==> src/rtl/seq_serializer_if.sv <==
// Word-in / bit-out bundle between the upstream word source and the serializer.
interface seq_serializer_if #(
    parameter int unsigned WIDTH = 36
);
    logic [WIDTH-1:0] in_data;
    logic             in_valid;
    logic             in_ready;
    logic             dout;
    logic             dout_valid;
    logic             sof;
    logic             busy;

    modport master (
        output in_data, in_valid,
        input  in_ready, dout, dout_valid, sof, busy
    );

    modport slave (
        input  in_data, in_valid,
        output in_ready, dout, dout_valid, sof, busy
    );
endinterface

==> src/rtl/seq_serializer.sv <==
// Parallel-to-serial front end: MSB-first bit stream with a one-word holding
// register so consecutive words leave with no idle bit between them.
module seq_serializer #(
    parameter int unsigned WIDTH    = 36,
    parameter logic        IDLE_BIT = 1'b0
) (
    input  logic               clk,
    input  logic               rst,
    seq_serializer_if.slave    bus
);
    localparam int unsigned    CNT_W    = $clog2(WIDTH);
    localparam logic [CNT_W-1:0] LAST_CNT = CNT_W'(WIDTH - 1);

    typedef enum logic {IDLE, SHIFT} state_t;

    state_t             state, state_nxt;
    logic [WIDTH-1:0]   shift_reg, shift_nxt;
    logic [WIDTH-1:0]   hold_reg, hold_nxt;
    logic               hold_full, hold_full_nxt;
    logic [CNT_W-1:0]   bit_cnt, cnt_nxt;

    logic               dout_q, dout_nxt;
    logic               dout_valid_q, dout_valid_nxt;
    logic               sof_q, sof_nxt;
    logic               busy_q, busy_nxt;
    logic               accept;

    assign bus.in_ready   = !hold_full && !rst;
    assign bus.dout       = dout_q;
    assign bus.dout_valid = dout_valid_q;
    assign bus.sof        = sof_q;
    assign bus.busy       = busy_q;
    assign accept         = bus.in_valid && bus.in_ready;

    // State and output registers; outputs are precomputed from next state.
    always_ff @(posedge clk) begin
        if (rst) begin
            state        <= IDLE;
            shift_reg    <= '0;
            hold_reg     <= '0;
            hold_full    <= 1'b0;
            bit_cnt      <= '0;
            dout_q       <= IDLE_BIT;
            dout_valid_q <= 1'b0;
            sof_q        <= 1'b0;
            busy_q       <= 1'b0;
        end else begin
            state        <= state_nxt;
            shift_reg    <= shift_nxt;
            hold_reg     <= hold_nxt;
            hold_full    <= hold_full_nxt;
            bit_cnt      <= cnt_nxt;
            dout_q       <= dout_nxt;
            dout_valid_q <= dout_valid_nxt;
            sof_q        <= sof_nxt;
            busy_q       <= busy_nxt;
        end
    end

    // Next-state: load, shift, reload from hold or bypass on the last bit.
    always_comb begin
        state_nxt     = state;
        shift_nxt     = shift_reg;
        hold_nxt      = hold_reg;
        hold_full_nxt = hold_full;
        cnt_nxt       = bit_cnt;

        case (state)
            IDLE: begin
                if (accept) begin
                    shift_nxt = bus.in_data;
                    cnt_nxt   = LAST_CNT;
                    state_nxt = SHIFT;
                end
            end
            SHIFT: begin
                if (bit_cnt != '0) begin
                    shift_nxt = shift_reg << 1;
                    cnt_nxt   = bit_cnt - CNT_W'(1);
                    if (accept) begin
                        hold_nxt      = bus.in_data;
                        hold_full_nxt = 1'b1;
                    end
                end else if (hold_full) begin
                    shift_nxt     = hold_reg;
                    hold_full_nxt = 1'b0;
                    cnt_nxt       = LAST_CNT;
                end else if (accept) begin
                    shift_nxt = bus.in_data;
                    cnt_nxt   = LAST_CNT;
                end else begin
                    state_nxt = IDLE;
                end
            end
            default: state_nxt = IDLE;
        endcase

        dout_valid_nxt = (state_nxt == SHIFT);
        dout_nxt       = dout_valid_nxt ? shift_nxt[WIDTH-1] : IDLE_BIT;
        sof_nxt        = dout_valid_nxt && (cnt_nxt == LAST_CNT);
        busy_nxt       = dout_valid_nxt || hold_full_nxt;
    end
endmodule

==> src/flat_wrapper.sv <==
// flat-port wrapper written by rule: the top's interface ports become plain ports
module seq_serializer_flat 
#(
    parameter int unsigned WIDTH    = 36,
    parameter logic        IDLE_BIT = 1'b0
)
  (clk, rst, bus_in_data, bus_in_valid, bus_in_ready, bus_dout, bus_dout_valid, bus_sof, bus_busy);
  seq_serializer_if #(.WIDTH(WIDTH)) bus_i ();
  input  logic clk;
  input  logic rst;
  input wire logic [$bits(bus_i.in_data)-1:0] bus_in_data;
  input wire logic [$bits(bus_i.in_valid)-1:0] bus_in_valid;
  output wire logic [$bits(bus_i.in_ready)-1:0] bus_in_ready;
  output wire logic [$bits(bus_i.dout)-1:0] bus_dout;
  output wire logic [$bits(bus_i.dout_valid)-1:0] bus_dout_valid;
  output wire logic [$bits(bus_i.sof)-1:0] bus_sof;
  output wire logic [$bits(bus_i.busy)-1:0] bus_busy;
  assign bus_i.in_data = bus_in_data;
  assign bus_i.in_valid = bus_in_valid;
  assign bus_in_ready = bus_i.in_ready;
  assign bus_dout = bus_i.dout;
  assign bus_dout_valid = bus_i.dout_valid;
  assign bus_sof = bus_i.sof;
  assign bus_busy = bus_i.busy;
  seq_serializer #(.WIDTH(WIDTH), .IDLE_BIT(IDLE_BIT)) u_core (.clk(clk), .rst(rst), .bus(bus_i));
endmodule
==> config.mk <==
export PLATFORM = sky130hd
export DESIGN_NAME = seq_serializer_flat
export DESIGN_NICKNAME = d
export VERILOG_FILES = /design/src/rtl/seq_serializer_if.sv /design/src/rtl/seq_serializer.sv /design/src/flat_wrapper.sv
export SDC_FILE = /design/constraint.sdc
export NUM_CORES = 1
export LEC_CHECK = 0
export CAP_MARGIN = 20
export CORE_ASPECT_RATIO = 1.5
export CORE_MARGIN = 4
export CORE_UTILIZATION = 51
export DETAILED_ROUTE_END_ITERATION = 12
export PLACE_DENSITY = 0.83
export SYNTH_ARGS = -nofsm -noshare
export SYNTH_HDL_FRONTEND = slang
export SYNTH_SLANG_ARGS = --single-unit
==> constraint.sdc <==
create_clock -name clk -period 1.55 [get_ports clk]
set_clock_uncertainty 0.05 [all_clocks]
set_input_delay 0.31 -clock clk [delete_from_list [all_inputs] [get_ports clk]]
set_output_delay 0.31 -clock clk [all_outputs]
set_load 0.02 [all_outputs]
Word-level counts from Yosys, hierarchy flattened
Cells that the tools add are included.
{ "classes": {"n_addsub": 1, "eq_ne": 1, "muxes": 15, "bitwise_logic": 2, "reduce_logical": 9} }
{ "op_table": {"columns": ["cell", "count"], "rows": [
  ["36-bit 2-to-1 mux", 3],
  ["36-bit case mux with 2 select lines", 1],
  ["6-bit 2-to-1 mux", 3],
  ["6-bit case mux with 2 select lines", 1],
  ["6-bit == test, second input constant", 1],
  ["1-bit 2-to-1 mux", 6],
  ["6-bit nonzero test", 1],
  ["6-bit by 1-bit subtractor with 6-bit output, second input constant", 1],
  ["1-bit logical AND", 3],
  ["3-bit AND reduction", 1],
  ["1-bit zero test", 2],
  ["1-bit NOT", 2],
  ["1-bit case mux with 2 select lines", 1],
  ["2-bit OR reduction", 1],
  ["1-bit logical OR", 1]
]} }
{ "word_totals": {"reg_bits": 83, "in_bits": 39, "out_inout_bits": 5, "elab_cells": 36} }

Logic depth before layout (Yosys ltp)
{ "depth": {"depth_word": 9, "depth_mapped": 9, "ltp_nobuf": 6} }

Worst setup path before layout
OpenSTA, ideal clock, no wires.
{ "synth_path": {"path_kind": "flip-flop to flip-flop", "from": "register u_core.bit_cnt[0]", "to": "register u_core.shift_reg[16]", "setup_ps": 132, "t_arrival_ps": 1553, "required_time_ps": 1368, "path_slack_ps": -185, "stages_incl_launch_ff": 9, "path_buffers": 2, "synth_period_minus_slack_ps": 1735, "path_cell_list": "dfxtp_1 > inv_1 > ha_1 > nor2b_1 > clkbuf_1 > a21oi_1 > clkbuf_1 > a211o_1 > a21oi_1"} }
{ "synth_via": {"elab_chain_len": 3} }
{ "synth_rtl": {"columns": ["item", "line", "rtl"], "rows": [
  ["start, declared", "seq_serializer.sv:20", "logic [CNT_W-1:0] bit_cnt, cnt_nxt;"],
  ["start signal, assigned", "seq_serializer.sv:52", "bit_cnt <= cnt_nxt;"],
  ["6-bit nonzero test", "seq_serializer.sv:77", "if (bit_cnt != '0) begin"],
  ["36-bit 2-to-1 mux", "seq_serializer.sv:77", null],
  ["36-bit case mux with 2 select lines", "seq_serializer.sv:68", "case (state)"],
  ["end signal, assigned", "seq_serializer.sv:49", "shift_reg <= shift_nxt;"],
  ["end, declared", "seq_serializer.sv:17", "logic [WIDTH-1:0] shift_reg, shift_nxt;"]
]} }
Every way passes these cells.
A chain may end at the register's enable or synchronous reset.

Worst setup path after layout
{ "layout_path": {"from": "register u_core.hold_full", "to": "register u_core.hold_reg[33]"} }
{ "layout_via": {"elab_chain_len": 4} }
{ "layout_rtl": {"columns": ["item", "line", "rtl"], "rows": [
  ["start, declared", "seq_serializer.sv:19", "logic hold_full, hold_full_nxt;"],
  ["start signal, assigned", "seq_serializer.sv:51", "hold_full <= hold_full_nxt;"],
  ["1-bit zero test", "seq_serializer.sv:28", "assign bus.in_ready = !hold_full && !rst;"],
  ["1-bit logical AND", "seq_serializer.sv:28", null],
  ["1-bit logical AND", "seq_serializer.sv:33", "assign accept = bus.in_valid && bus.in_ready;"],
  ["3-bit AND reduction (no line)", null, null],
  ["end signal, assigned", "seq_serializer.sv:50", "hold_reg <= hold_nxt;"],
  ["end, declared", "seq_serializer.sv:18", "logic [WIDTH-1:0] hold_reg, hold_nxt;"]
]} }
Every way passes these cells.

==> impl_results.md <==
- Outcome: complete, but fails checks
- Failing checks: setup timing
- CTS max path bufs: 2
- Crit start category: flop
- Clock latency on the worst-skew pair: roughly 350 ps
- CTS Buf Count: 9
- # hold bufs at CTS: 0
- Seq cells post-synth: 82
- Layout cells sized above 1: 0.394
- Crit. End Element: flop
- Final WL: between 15000 and 20000 um
- Synth top area share: 0.403
- Clk slew on worst S/H paths: 60 ps
- Min-delay worst type: primary input to flop
- Slew margin rel.: 0.454
- Clock sink total: 82
- Max-Cap Viols: 0
- Worst slew pin tran: between 800 and 900 ps
- First-pass GRT wire length: ~24000 um
- Post-DP HPWL: approximately 7000 um
- Primary FF master, synth: dfxtp_1
- Worst Hold Path EP: u_core.bit_cnt[4]$_SDFF_PP0_
- Final setup vio count: 80
- Die height: 117 um
- Vias per cell: 7.08
- DR pass1 iterations: 5
- Syn nets: 543
- Share of the yosys chip area belonging to registers: 0.403
- Peak VDD IR: around 740 uV
- Total power: 6.08 mW
- Rows: 39
- Clock Root Buffer: clkbuf_16
- H-tree depth reported by CTS: 3
- Cell with the most instances after synthesis: nand2_1
- P_leak: 2.23 nW
- Power Density: 995 nW/um^2
- Final ANT Viol Nets: 0
- Vias in the first global route: between 4000 and 5000
- Number of antenna violations at the first check in global routing: 0
- CP required: about 1700 ps
- Number of synthesis warnings: 0
- Routed len/inst: ~25 um
- Nets@finish: 636
- EDFF count, synth: 0
- Width of the die: approximately 80 um
- Inserted Diodes: 0
- Post-synth ARST share: 0
- Crit path max fanout: 7
- Top post-synthesis cells by count: 110 x nand2_1, 82 x dfxtp_1, 78 x a21oi_1, 32 x nand4_1, 31 x o21ai_0
- RSZ-0062 raised after global routing: yes
- Distinct cells, synth: 40
- Cells on Worst Hold Path: 3
- Area Overhead vs Synth: 50.0%
- CTS tree: built
- Port Buffers: 43
- Fin crit share: 1.23
- Hold Crit Start: rst
- R2r setup slk: -350 ps
- Worst Slack Setup Final: -354 ps
- Max-slew violation count: 0
- Critical path type: flop to flop
- GP Congestion: 0.825
- Setup TNS: -18660 ps
- Mean Syn Cell Area: a little over 8 sq um
- DRT iter0 DRCs: 837
- Dominant cells by area after synthesis: dfxtp_1 40%, nand2_1 10%, a21oi_1 9.6%
- Register-to-Register Path Depth: 9
- Total Routing Usage GR: 0.322
- Core area: just under 8000 sq um
- GRT overflow: 0
- Cell taking the most area after synthesis: dfxtp_1
- Max frequency: around 530 MHz
- Post-route minimum period: approximately 1900 ps
- Max reg flops: 36
- Die area: between 9000 and 10000 sq um
- Largest net degree at the start of global routing: 75
- Hold Violations, Final: 0
- Worst path arrival time: about 2000 ps
- Via count: between 4000 and 5000
- # IOs: 44
- Synthesized area: 4080 sq um
- FF-to-FF End: u_core.hold_reg[33]$_SDFFE_PP0P_
- DRC: 0
- Cells after synthesis: 502
- RR Startpoint: u_core.hold_full$_SDFF_PP0_
- Initial Util: 0.529
## per-layer routing
| layer | part of all wire | wire length (um) | vias to the layer above | track usage |
|---|---|---|---|---|
| met3 | 0.11 | 2010 | 173 | 0.0704 |
| met5 | 0 | 0 | - | 0 |
| met4 | 0.095 | 1660 | 0 | 0.215 |
| met1 | 0.33 | 5810 | 2301 | 0.372 |
| li1 | - | - | 1964 | - |
| met2 | 0.46 | 8100 | 514 | 0.519 |
## layout make-up
class,count,area (sq um)
well taps,102,128
multi-input cells,368,2610
clock buffers,13,260
inverters,4,15.0
repair buffers,130,1450
fillers,429,1600
flip-flops and latches,82,1650
## kinds of logic (layout without fill, tap and decap cells)
| group | after synthesis | count (layout) | share of synthesized area |
|---|---|---|---|
| AND/OR/NAND/NOR | 171 | 171 | 0.196 |
| flip-flops | 82 | 82 | 0.403 |
| buffers and inverters | 52 | 147 | 0.0617 |
| AO/OA/AOI/OAI | 160 | 160 | 0.238 |
| multiplexers | 35 | 35 | 0.0952 |
| adder cells (fa/ha/maj) | 2 | 2 | 0.00614 |
## where the power goes
part           internal (mW)  leakage [nW]  total [mW]  switching [mW]
sequential              2.21         0.670        2.29          0.0793
clock                   1.15         0.128        1.99           0.842
combinational          0.843          1.44        1.79           0.952
total                   4.21          2.23        6.08            1.87
## worst max path at each step
stage	start	end	slack, ps	depth (start not counted)
3_5_place_dp	bus_in_valid	u_core.hold_reg[25]$_SDFFE_PP0P_	-550	7
4_1_cts	u_core.bit_cnt[4]$_SDFF_PP0_	u_core.hold_reg[8]$_SDFFE_PP0P_	-170	6
6_report	u_core.hold_full$_SDFF_PP0_	u_core.hold_reg[33]$_SDFFE_PP0P_	-350	9
2_1_floorplan	u_core.bit_cnt[4]$_SDFF_PP0_	u_core.bus.sof$_SDFF_PP0_	-60	6
3_3_place_gp	bus_in_valid	u_core.hold_reg[15]$_SDFFE_PP0P_	-530	7
5_1_grt	u_core.bit_cnt[1]$_SDFF_PP0_	u_core.hold_reg[33]$_SDFFE_PP0P_	-340	9
## worst max-delay path, cell delays in order, from the launching register on
cell and delay (ps):
dfxtp_4 360, nor3b_4 280, buf_4 170, buf_6 130, buf_16 140, o211ai_4 100, buf_12 170, clkbuf_16 170
nand2_4 60, a21oi_1 100
## repair_timing
item	in CTS	in global routing
setup endpoints to repair	83	82
cloned	8	5
pin swaps	36	32
resized for setup	88	92
setup buffers	22	16
## metrics by stage
step	hold slack, ps	std cells	setup WS [ps]	util	cell area, sq um
floorplan	379	502	-58.1	-	4170
global route	347	699	-344	0.793	6110
CTS	295	684	-174	0.737	5680
detailed placement	397	641	-551	0.627	4830
finish	326	699	-354	0.793	6110
global placement	386	641	-528	0.627	4830
## cells in the final DEF (no fill, tap or decap), types with 2 or more instances in the layout
| cell type | count |
|---|---|
| o21ai_2 | 2 |
| a211oi_1 | 2 |
| o211ai_1 | 2 |
| nand2_1 | 47 |
| dfxtp_1 | 75 |
| or3_4 | 2 |
| o21bai_1 | 2 |
| mux2_2 | 22 |
| nor2_4 | 2 |
| o21ai_0 | 14 |
| nand2_4 | 14 |
| or4b_4 | 2 |
| clkdlybuf4s50_1 | 36 |
| dfxtp_2 | 6 |
| nor2_1 | 9 |
| a21oi_1 | 68 |
| mux2i_1 | 4 |
| a211o_1 | 7 |
| buf_4 | 49 |
| a21o_1 | 29 |
| nor2b_1 | 2 |
| clkbuf_1 | 2 |
| buf_12 | 13 |
| a21oi_2 | 9 |
| inv_1 | 2 |
| buf_6 | 13 |
| dlygate4sd2_1 | 5 |
| nor3_1 | 2 |
| clkbuf_8 | 2 |
| o21ai_1 | 15 |
| inv_2 | 2 |
| buf_8 | 3 |
| nand4_1 | 32 |
| nand2_2 | 49 |
| clkbuf_16 | 14 |
| buf_16 | 3 |
| mux2_4 | 8 |
Power figures use the tool's default switching activity.
